[src/rtl/constants.sv]
// Global core constants shared by every pipeline stage of the 16-bit core.
package constants;
  localparam int WORD_LEN = 16;
endpackage

[src/rtl/cpu_pkg.sv]
// Shared CPU types: fetch controller state encoding and PC step.
package cpu_pkg;
  import constants::*;

  typedef enum logic [1:0] {
    BOOT   = 2'd0,
    RUN    = 2'd1,
    BRANCH = 2'd2,
    HALT   = 2'd3
  } fetch_state_t;

  localparam logic [WORD_LEN-1:0] PC_STEP = WORD_LEN'(2);
endpackage

[src/rtl/sat_counter.sv]
// Up-counter that holds at MAX instead of wrapping; clr has priority over en.
module sat_counter #(
  parameter int               WIDTH = 16,
  parameter logic [WIDTH-1:0] MAX   = '1
) (
  input  logic             clk,
  input  logic             nReset,
  input  logic             en,
  input  logic             clr,
  output logic [WIDTH-1:0] count,
  output logic             at_max
);

  logic [WIDTH-1:0] count_q, count_d;

  always_comb begin
    count_d = count_q;
    if (clr) begin
      count_d = '0;
    end else if (en && (count_q != MAX)) begin
      count_d = count_q + 1'b1;
    end
  end

  always_ff @(posedge clk or negedge nReset) begin
    if (!nReset) begin
      count_q <= '0;
    end else begin
      count_q <= count_d;
    end
  end

  assign count  = count_q;
  assign at_max = (count_q == MAX);

endmodule

[src/rtl/fetch_ctrl.sv]
// Instruction-fetch sequencing: arbitrates branch, halt and stall requests and
// drives the PC advance/branch-load controls plus fetch counter and watchdog.
module fetch_ctrl
  import constants::*;
  import cpu_pkg::*;
#(
  parameter int STALL_MAX = 8,
  parameter int CNT_W     = 16
) (
  input  logic                clk,
  input  logic                nReset,
  input  logic                stall_req,
  input  logic                br_req,
  input  logic [WORD_LEN-1:0] br_target,
  input  logic                halt_req,
  input  logic                resume,
  output logic                IncreaseTK,
  output logic                BranchTK,
  output logic [WORD_LEN-1:0] Broffset,
  output logic                flush,
  output logic                halted,
  output logic [CNT_W-1:0]    fetch_count,
  output logic                stall_err,
  output logic                addr_err
);

  localparam int              WD_W    = $clog2(STALL_MAX + 1);
  localparam logic [WD_W-1:0] WD_MAX  = WD_W'(STALL_MAX);
  localparam logic [WD_W-1:0] WD_LAST = WD_W'(STALL_MAX - 1);

  fetch_state_t        state_q, state_d;
  logic [WORD_LEN-1:0] broff_q, broff_d;
  logic                addr_err_q, addr_err_d;
  logic                stall_err_q, stall_err_d;
  logic                wd_en, wd_at_max, fc_en, fc_at_max;
  logic [WD_W-1:0]     wd_count;

  always_comb begin
    state_d    = state_q;
    broff_d    = broff_q;
    addr_err_d = addr_err_q;
    IncreaseTK = 1'b0;
    flush      = 1'b1;
    wd_en      = 1'b0;
    unique case (state_q)
      BOOT:   state_d = RUN;
      BRANCH: state_d = RUN;
      HALT:   if (resume) state_d = RUN;
      RUN: begin
        if (br_req) begin
          state_d    = BRANCH;
          broff_d    = {br_target[WORD_LEN-1:1], 1'b0};
          addr_err_d = addr_err_q | br_target[0];
        end else if (halt_req) begin
          state_d = HALT;
        end else if (stall_req) begin
          flush = 1'b0;
          wd_en = 1'b1;
        end else begin
          flush      = 1'b0;
          IncreaseTK = 1'b1;
        end
      end
      default: state_d = BOOT;
    endcase
  end

  // The flag sets on the same edge the consecutive-stall count reaches STALL_MAX.
  assign stall_err_d = stall_err_q | wd_at_max | (wd_en && (wd_count == WD_LAST));
  assign fc_en       = (state_q == RUN) && !flush && !fc_at_max;

  always_ff @(posedge clk or negedge nReset) begin
    if (!nReset) begin
      state_q     <= BOOT;
      broff_q     <= '0;
      addr_err_q  <= 1'b0;
      stall_err_q <= 1'b0;
    end else begin
      state_q     <= state_d;
      broff_q     <= broff_d;
      addr_err_q  <= addr_err_d;
      stall_err_q <= stall_err_d;
    end
  end

  sat_counter #(
    .WIDTH (CNT_W),
    .MAX   ({CNT_W{1'b1}})
  ) u_fetch_cnt (
    .clk    (clk),
    .nReset (nReset),
    .en     (fc_en),
    .clr    (1'b0),
    .count  (fetch_count),
    .at_max (fc_at_max)
  );

  sat_counter #(
    .WIDTH (WD_W),
    .MAX   (WD_MAX)
  ) u_watchdog (
    .clk    (clk),
    .nReset (nReset),
    .en     (wd_en),
    .clr    (!wd_en),
    .count  (wd_count),
    .at_max (wd_at_max)
  );

  assign BranchTK  = (state_q == BRANCH);
  assign halted    = (state_q == HALT);
  assign Broffset  = broff_q;
  assign stall_err = stall_err_q;
  assign addr_err  = addr_err_q;

endmodule

[config.mk]
export PLATFORM = sky130hd
export DESIGN_NAME = fetch_ctrl
export DESIGN_NICKNAME = d
export VERILOG_FILES = /design/src/rtl/constants.sv /design/src/rtl/cpu_pkg.sv /design/src/rtl/sat_counter.sv /design/src/rtl/fetch_ctrl.sv
export SDC_FILE = /design/constraint.sdc
export NUM_CORES = 1
export LEC_CHECK = 0
export BUFFER_PORTS_ARGS = -buffer_cell sky130_fd_sc_hd__buf_4
export CAP_MARGIN = 20
export CORE_UTILIZATION = 43
export CTS_BUF_LIST = sky130_fd_sc_hd__clkbuf_8
export DETAILED_ROUTE_END_ITERATION = 7
export GPL_TIMING_DRIVEN = 0
export PLACE_DENSITY = 0.7
export SLEW_MARGIN = 30
export SYNTH_ARGS = -nofsm -noshare
export SYNTH_HDL_FRONTEND = slang
export SYNTH_SLANG_ARGS = --single-unit
export TNS_END_PERCENT = 10
[constraint.sdc]
create_clock -name clk -period 2.2 [get_ports clk]
set_input_delay 0.33 -clock clk [delete_from_list [all_inputs] [get_ports clk]]
set_output_delay 0.33 -clock clk [all_outputs]
set_load 0.01 [all_outputs]
# Word-level counts from Yosys, hierarchy flattened
# Index checks and enable logic that the tools add are counted.
classes:
  n_div: 0
  reduce_logical: 11
  eq_ne: 11
  shift: 0
  n_mux: 17
  bitwise_logic: 3
  n_mul: 0
  addsub: 2
  n_lt_le_gt_ge: 0
ops:
  columns: ["operator", "count"]
  rows:
  - ["16-bit by 1-bit adder with 16-bit output (second input constant)", 1]
  - ["16-bit equality test (second input constant)", 1]
  - ["16-bit inequality test (second input constant)", 1]
  - ["1-bit two-way mux", 11]
  - ["4-bit two-way mux", 2]
  - ["2-bit two-way mux", 3]
  - ["2-bit case mux with 3 select lines", 1]
  - ["1-bit logical AND", 5]
  - ["4-bit by 1-bit adder with 4-bit output (second input constant)", 1]
  - ["2-bit equality test (second input constant)", 2]
  - ["4-bit by 3-bit equality test with 1-bit output (second input constant)", 1]
  - ["4-bit equality test (second input constant)", 1]
  - ["2-bit inequality test (second input constant)", 2]
  - ["4-bit inequality test (second input constant)", 1]
  - ["2-bit AND reduction", 2]
  - ["3-bit inequality test (second input constant)", 1]
  - ["1-bit OR", 3]
  - ["2-bit by 1-bit equality test with 1-bit output (second input constant)", 1]
  - ["1-bit logical NOT", 2]
  - ["2-bit logical NOT", 1]
  - ["2-bit OR reduction", 1]
totals:
  output_inout_bits: 38
  rom_bits: 0
  latchBits: 0
  ram_bits: 0
  mem_count: 0
  register_bits: 39

# Logic depth before layout (Yosys ltp)
depth:
  ltp_word: 7
  ltp_mapped: 6
  ltp_nobuf: 6

# Modules after synthesis
# Synthesis repeated with hierarchy kept, for this count alone.
hier_totals:
  hier_cells: 185
  area_unflattened_um2: 2053.2
by_module_without_submodules:
  columns: ["module", "seq_area_each_um2", "cells_each", "n_inst", "area_per_inst_um2"]
  rows:
  - ["sat_counter (u_fetch_cnt)", 400.4, 109, 1, 1009.7]
  - ["fetch_ctrl", 475.5, 52, 1, 810.8]
  - ["sat_counter (u_watchdog)", 100.1, 24, 1, 232.7]

# Worst setup path after synthesis
# OpenSTA, ideal clock, no wires.
synth_timing:
  path_kind: "register -> register"
  startpoint: "register state_q[1]"
  endpoint: "register u_fetch_cnt.count_q[11], in the netlist u_fetch_cnt.count[11]"
  t_arrival_ps: 1831
  path_slack_ps: 290
  stages_incl_launch_ff: 5
  period_less_slack_ps: 1910
  setup_time_ps: 79
  n_path_buf: 0
  path_cell_list: "dfrtp_1 -> or4b_4 -> or4_4 -> nor3b_2 -> xor2_1"
synth_between:
  elab_chain_len: 6
synth_lines:
  columns: ["element", "line", "rtl"]
  rows:
  - ["start, declared", "fetch_ctrl.sv:31", "fetch_state_t state_q, state_d;"]
  - ["start signal, assigned", "fetch_ctrl.sv:79", "state_q <= state_d;"]
  - ["2-bit by 1-bit equality test with 1-bit output *", "fetch_ctrl.sv:45, fetch_ctrl.sv:70", null]
  - ["1-bit two-way mux", "fetch_ctrl.sv:45", "unique case (state_q)"]
  - ["1-bit logical NOT", "fetch_ctrl.sv:70", "assign fc_en = (state_q == RUN) && !flush && !fc_at_max;"]
  - ["1-bit logical AND * (2 in series)", "fetch_ctrl.sv:70", null]
  - ["1-bit logical AND *", "sat_counter.sv:20", "end else if (en && (count_q != MAX)) begin"]
  - ["end signal, assigned", "sat_counter.sv:29", "count_q <= count_d;"]
  - ["end, declared", "sat_counter.sv:14", "logic [WIDTH-1:0] count_q, count_d;"]
# Every way passes the cells marked *; elsewhere a longest branch is shown, timed or not.
# A chain may end at the register's enable or synchronous reset.

# Worst setup path after layout
layout_timing:
  startpoint: "register state_q[1]"
  endpoint: "output port IncreaseTK"
layout_between:
  elab_chain_len: 2
layout_lines:
  columns: ["element", "line", "rtl"]
  rows:
  - ["2-bit by 1-bit equality test with 1-bit output", "fetch_ctrl.sv:45", null]
  - ["1-bit two-way mux", "fetch_ctrl.sv:45", null]
  - ["end, declared", "fetch_ctrl.sv:17", "output logic IncreaseTK,"]
# No other way between the ends.

==> run metrics <==
status=finished with violations; failing checks=hold timing; count of final hold-check violations=8; worst r2r src=state_q[1]$_DFFE_PN0P_; fill count=305; syn avg cell area=12.1 µm²; Routability Congestion=0.811; syn_nets=169; Die Wd=65.8 µm; Setup Fix Bufs, Post-CTS=0; Crit Path Max Fanout=10; top cell type's share of synthesized area=55.8%; CP endpoint=IncreaseTK; Final Cell Area=0.00234 mm²; clk sink count=39; fin nets=234; max-slew violations=0; leading area contributor after synthesis=dfrtp_1; Cells after Synth=144; CTS Buf Count=5; Die Ht=65.8 µm; Synth Cell Area=0.00175 mm²; root buffer cell=clkbuf_8; PnR worst setup slack=75.1 ps; WL per Instance=13.9 µm; skew final=7.51 ps; largest net degree at the start of global routing=40; initial core utilization=46.4%; Worst setup EP type=output port; share of layout cells above drive strength 1=43.3%; final worst path period share=96.6%; Tightest Hold Check Type=in2async; Crit path arrival time=1790 ps; row count=22; Setup CP Type=reg2out; Worst Setup SP=state_q[1]$_DFFE_PN0P_; RSZ-0062 raised after global routing=yes; Core ar.=0.00377 mm²; Fmax=0.471 GHz; All-Layer GR Usage=18.0%; Synth Warn #=0; Setup WS pre-CTS=-48.2 ps; Synth area leaders=dfrtp_1 56%, mux2_2 11%, xor2_1 7.0%; Post-DP Area=0.00224 mm²; Hold-fix buffers, CTS=0; most frequent cells in the layout=59 x buf_4, 39 x dfrtp_1, 17 x mux2_2, 14 x xor2_1; max-cap viol count=0; full die area=0.00433 mm²; grt ovf=0; antenna-violating nets left=0; PortBufs=58; most common cell after layout, fill and taps aside=buf_4; Worst-Skew Late Latency=290 ps; DP Cell Count=250; Vias=1293; Layout area overhead=33.6%; HPWL after DPL=2.66 mm; R2R Path End=u_fetch_cnt.count[11]$_DFFE_PN0P_; DRC violations left=0; final setup vio count=0; sequential cell area fraction in the yosys report=55.8%; CTS tree=done; clk buf depth=2; final period demand of the worst path=2120 ps; vias per cell=5.01; routed wire length=3.59 mm; Lkg Pwr=0.00114 µW; fin util=62.0%; clk slew on worst S/H paths=80 ps; #FFs+latches synth=39; worst vdd ir=0.000616 V; first-pass GRT wire length=5.79 mm; non-filler cells in the finished layout=258; Unique masters post-synth=33; hold slack=-4.27 ps; I/O pin cnt=60; vias in the first global route=1327; flop2flop setup slack=130 ps; # H-tree levels=2; Pwr Density=942 mW/mm²; initial antenna violation count=0; First-pass DRT Iterations=4; initial DRC count=39; worst r2r path cells=4; Worst EP required=1870 ps; ANT cells=0; Setup crit start kind=flop
## flip-flops by register name, summed over array words and instances, names as in the netlist
register,cells
Broffset,15
u_watchdog.count,4
state_q,2
u_fetch_cnt.count,16
stall_err,1
addr_err,1
## worst min-delay path by stage
stage | startpoint | to
finish | nReset | Broffset[7]$_DFFE_PN0P_
global route | nReset | Broffset[12]$_DFFE_PN0P_
CTS | nReset | Broffset[7]$_DFFE_PN0P_
detailed placement | nReset | Broffset[7]$_DFFE_PN0P_
global placement | nReset | Broffset[7]$_DFFE_PN0P_
floorplan | nReset | Broffset[10]$_DFFE_PN0P_
## layout make-up
cell class                      instances  area (µm²)  area share [%]
Buffer                                  4        20.0           0.857
Clock buffer                            5        68.8            2.94
Clock inverter                          3        16.3           0.696
Inverter                                5        18.8           0.803
Multi-Input combinational cell         96         742            31.7
Sequential cell                        39         976            41.8
Tap cell                               48        60.1            2.57
Timing Repair Buffer                   58         435            18.6
## synth_stat cells
cell type	n
a21oi_1	2
nand3_1	6
nor4_4	1
nand3b_1	1
nor2_1	10
or2_1	1
conb_1	1
o21bai_1	1
dfrtp_1	39
and2_1	1
or4b_4	1
nor3b_2	1
or3_1	2
o21ai_0	1
xor2_1	14
buf_4	1
ha_1	3
nor2b_1	1
o311a_1	1
nor3_1	4
or4_4	1
mux2i_1	1
and4_1	2
nor3_2	2
nor3b_1	1
clkbuf_1	3
nor4_1	3
inv_1	5
nand4_1	4
nand2_1	10
mux2_2	17
nor4b_1	1
xnor2_1	2
## metal layers
metal / GRT usage [%] / up-vias / share of wire (%)
met1: 21.2 / 634 / 42
met4: 6.25 / 0 / 1.1
met2: 30.1 / 31 / 52
met5: 0 / - / 0
met3: 6.55 / 4 / 5.2
li1: - / 624 / -
## kinds of logic after synthesis
group,count (synthesis),synth area share [%]
adder cells (fa/ha/maj),3,2.15
AND/OR/NAND/NOR,53,18.3
XOR/XNOR,16,8.01
AO/OA/AOI/OAI,5,1.86
other,1,0.214
buffers and inverters,9,2.15
multiplexers,18,11.5
flip-flops,39,55.8
## critical path, cell delays in order (launching register included)
cell      delay, ps
dfrtp_1         430
or4b_4          540
clkbuf_1        250
nor2_1          150
buf_4           130
## per-stage QoR
step | power (µW) | setup TNS, ps
finish | 2200 | 0
global route | 2360 | -21.5
CTS | 2230 | 0
detailed placement | 1760 | -267
global placement | 1740 | 0
floorplan | 1360 | 0
## where the power goes
group	internal, µW	total, µW	switching (µW)
logic	419	701	282
clock network	217	466	249
registers	902	1030	132
total	1540	2200	663
## repair_timing
action                     4_1_cts  5_1_grt
setup endpoints to repair       10       10
gates cloned                     0        0
resized for setup                1        1
Note: power is estimated with default switching activity, not from simulation.
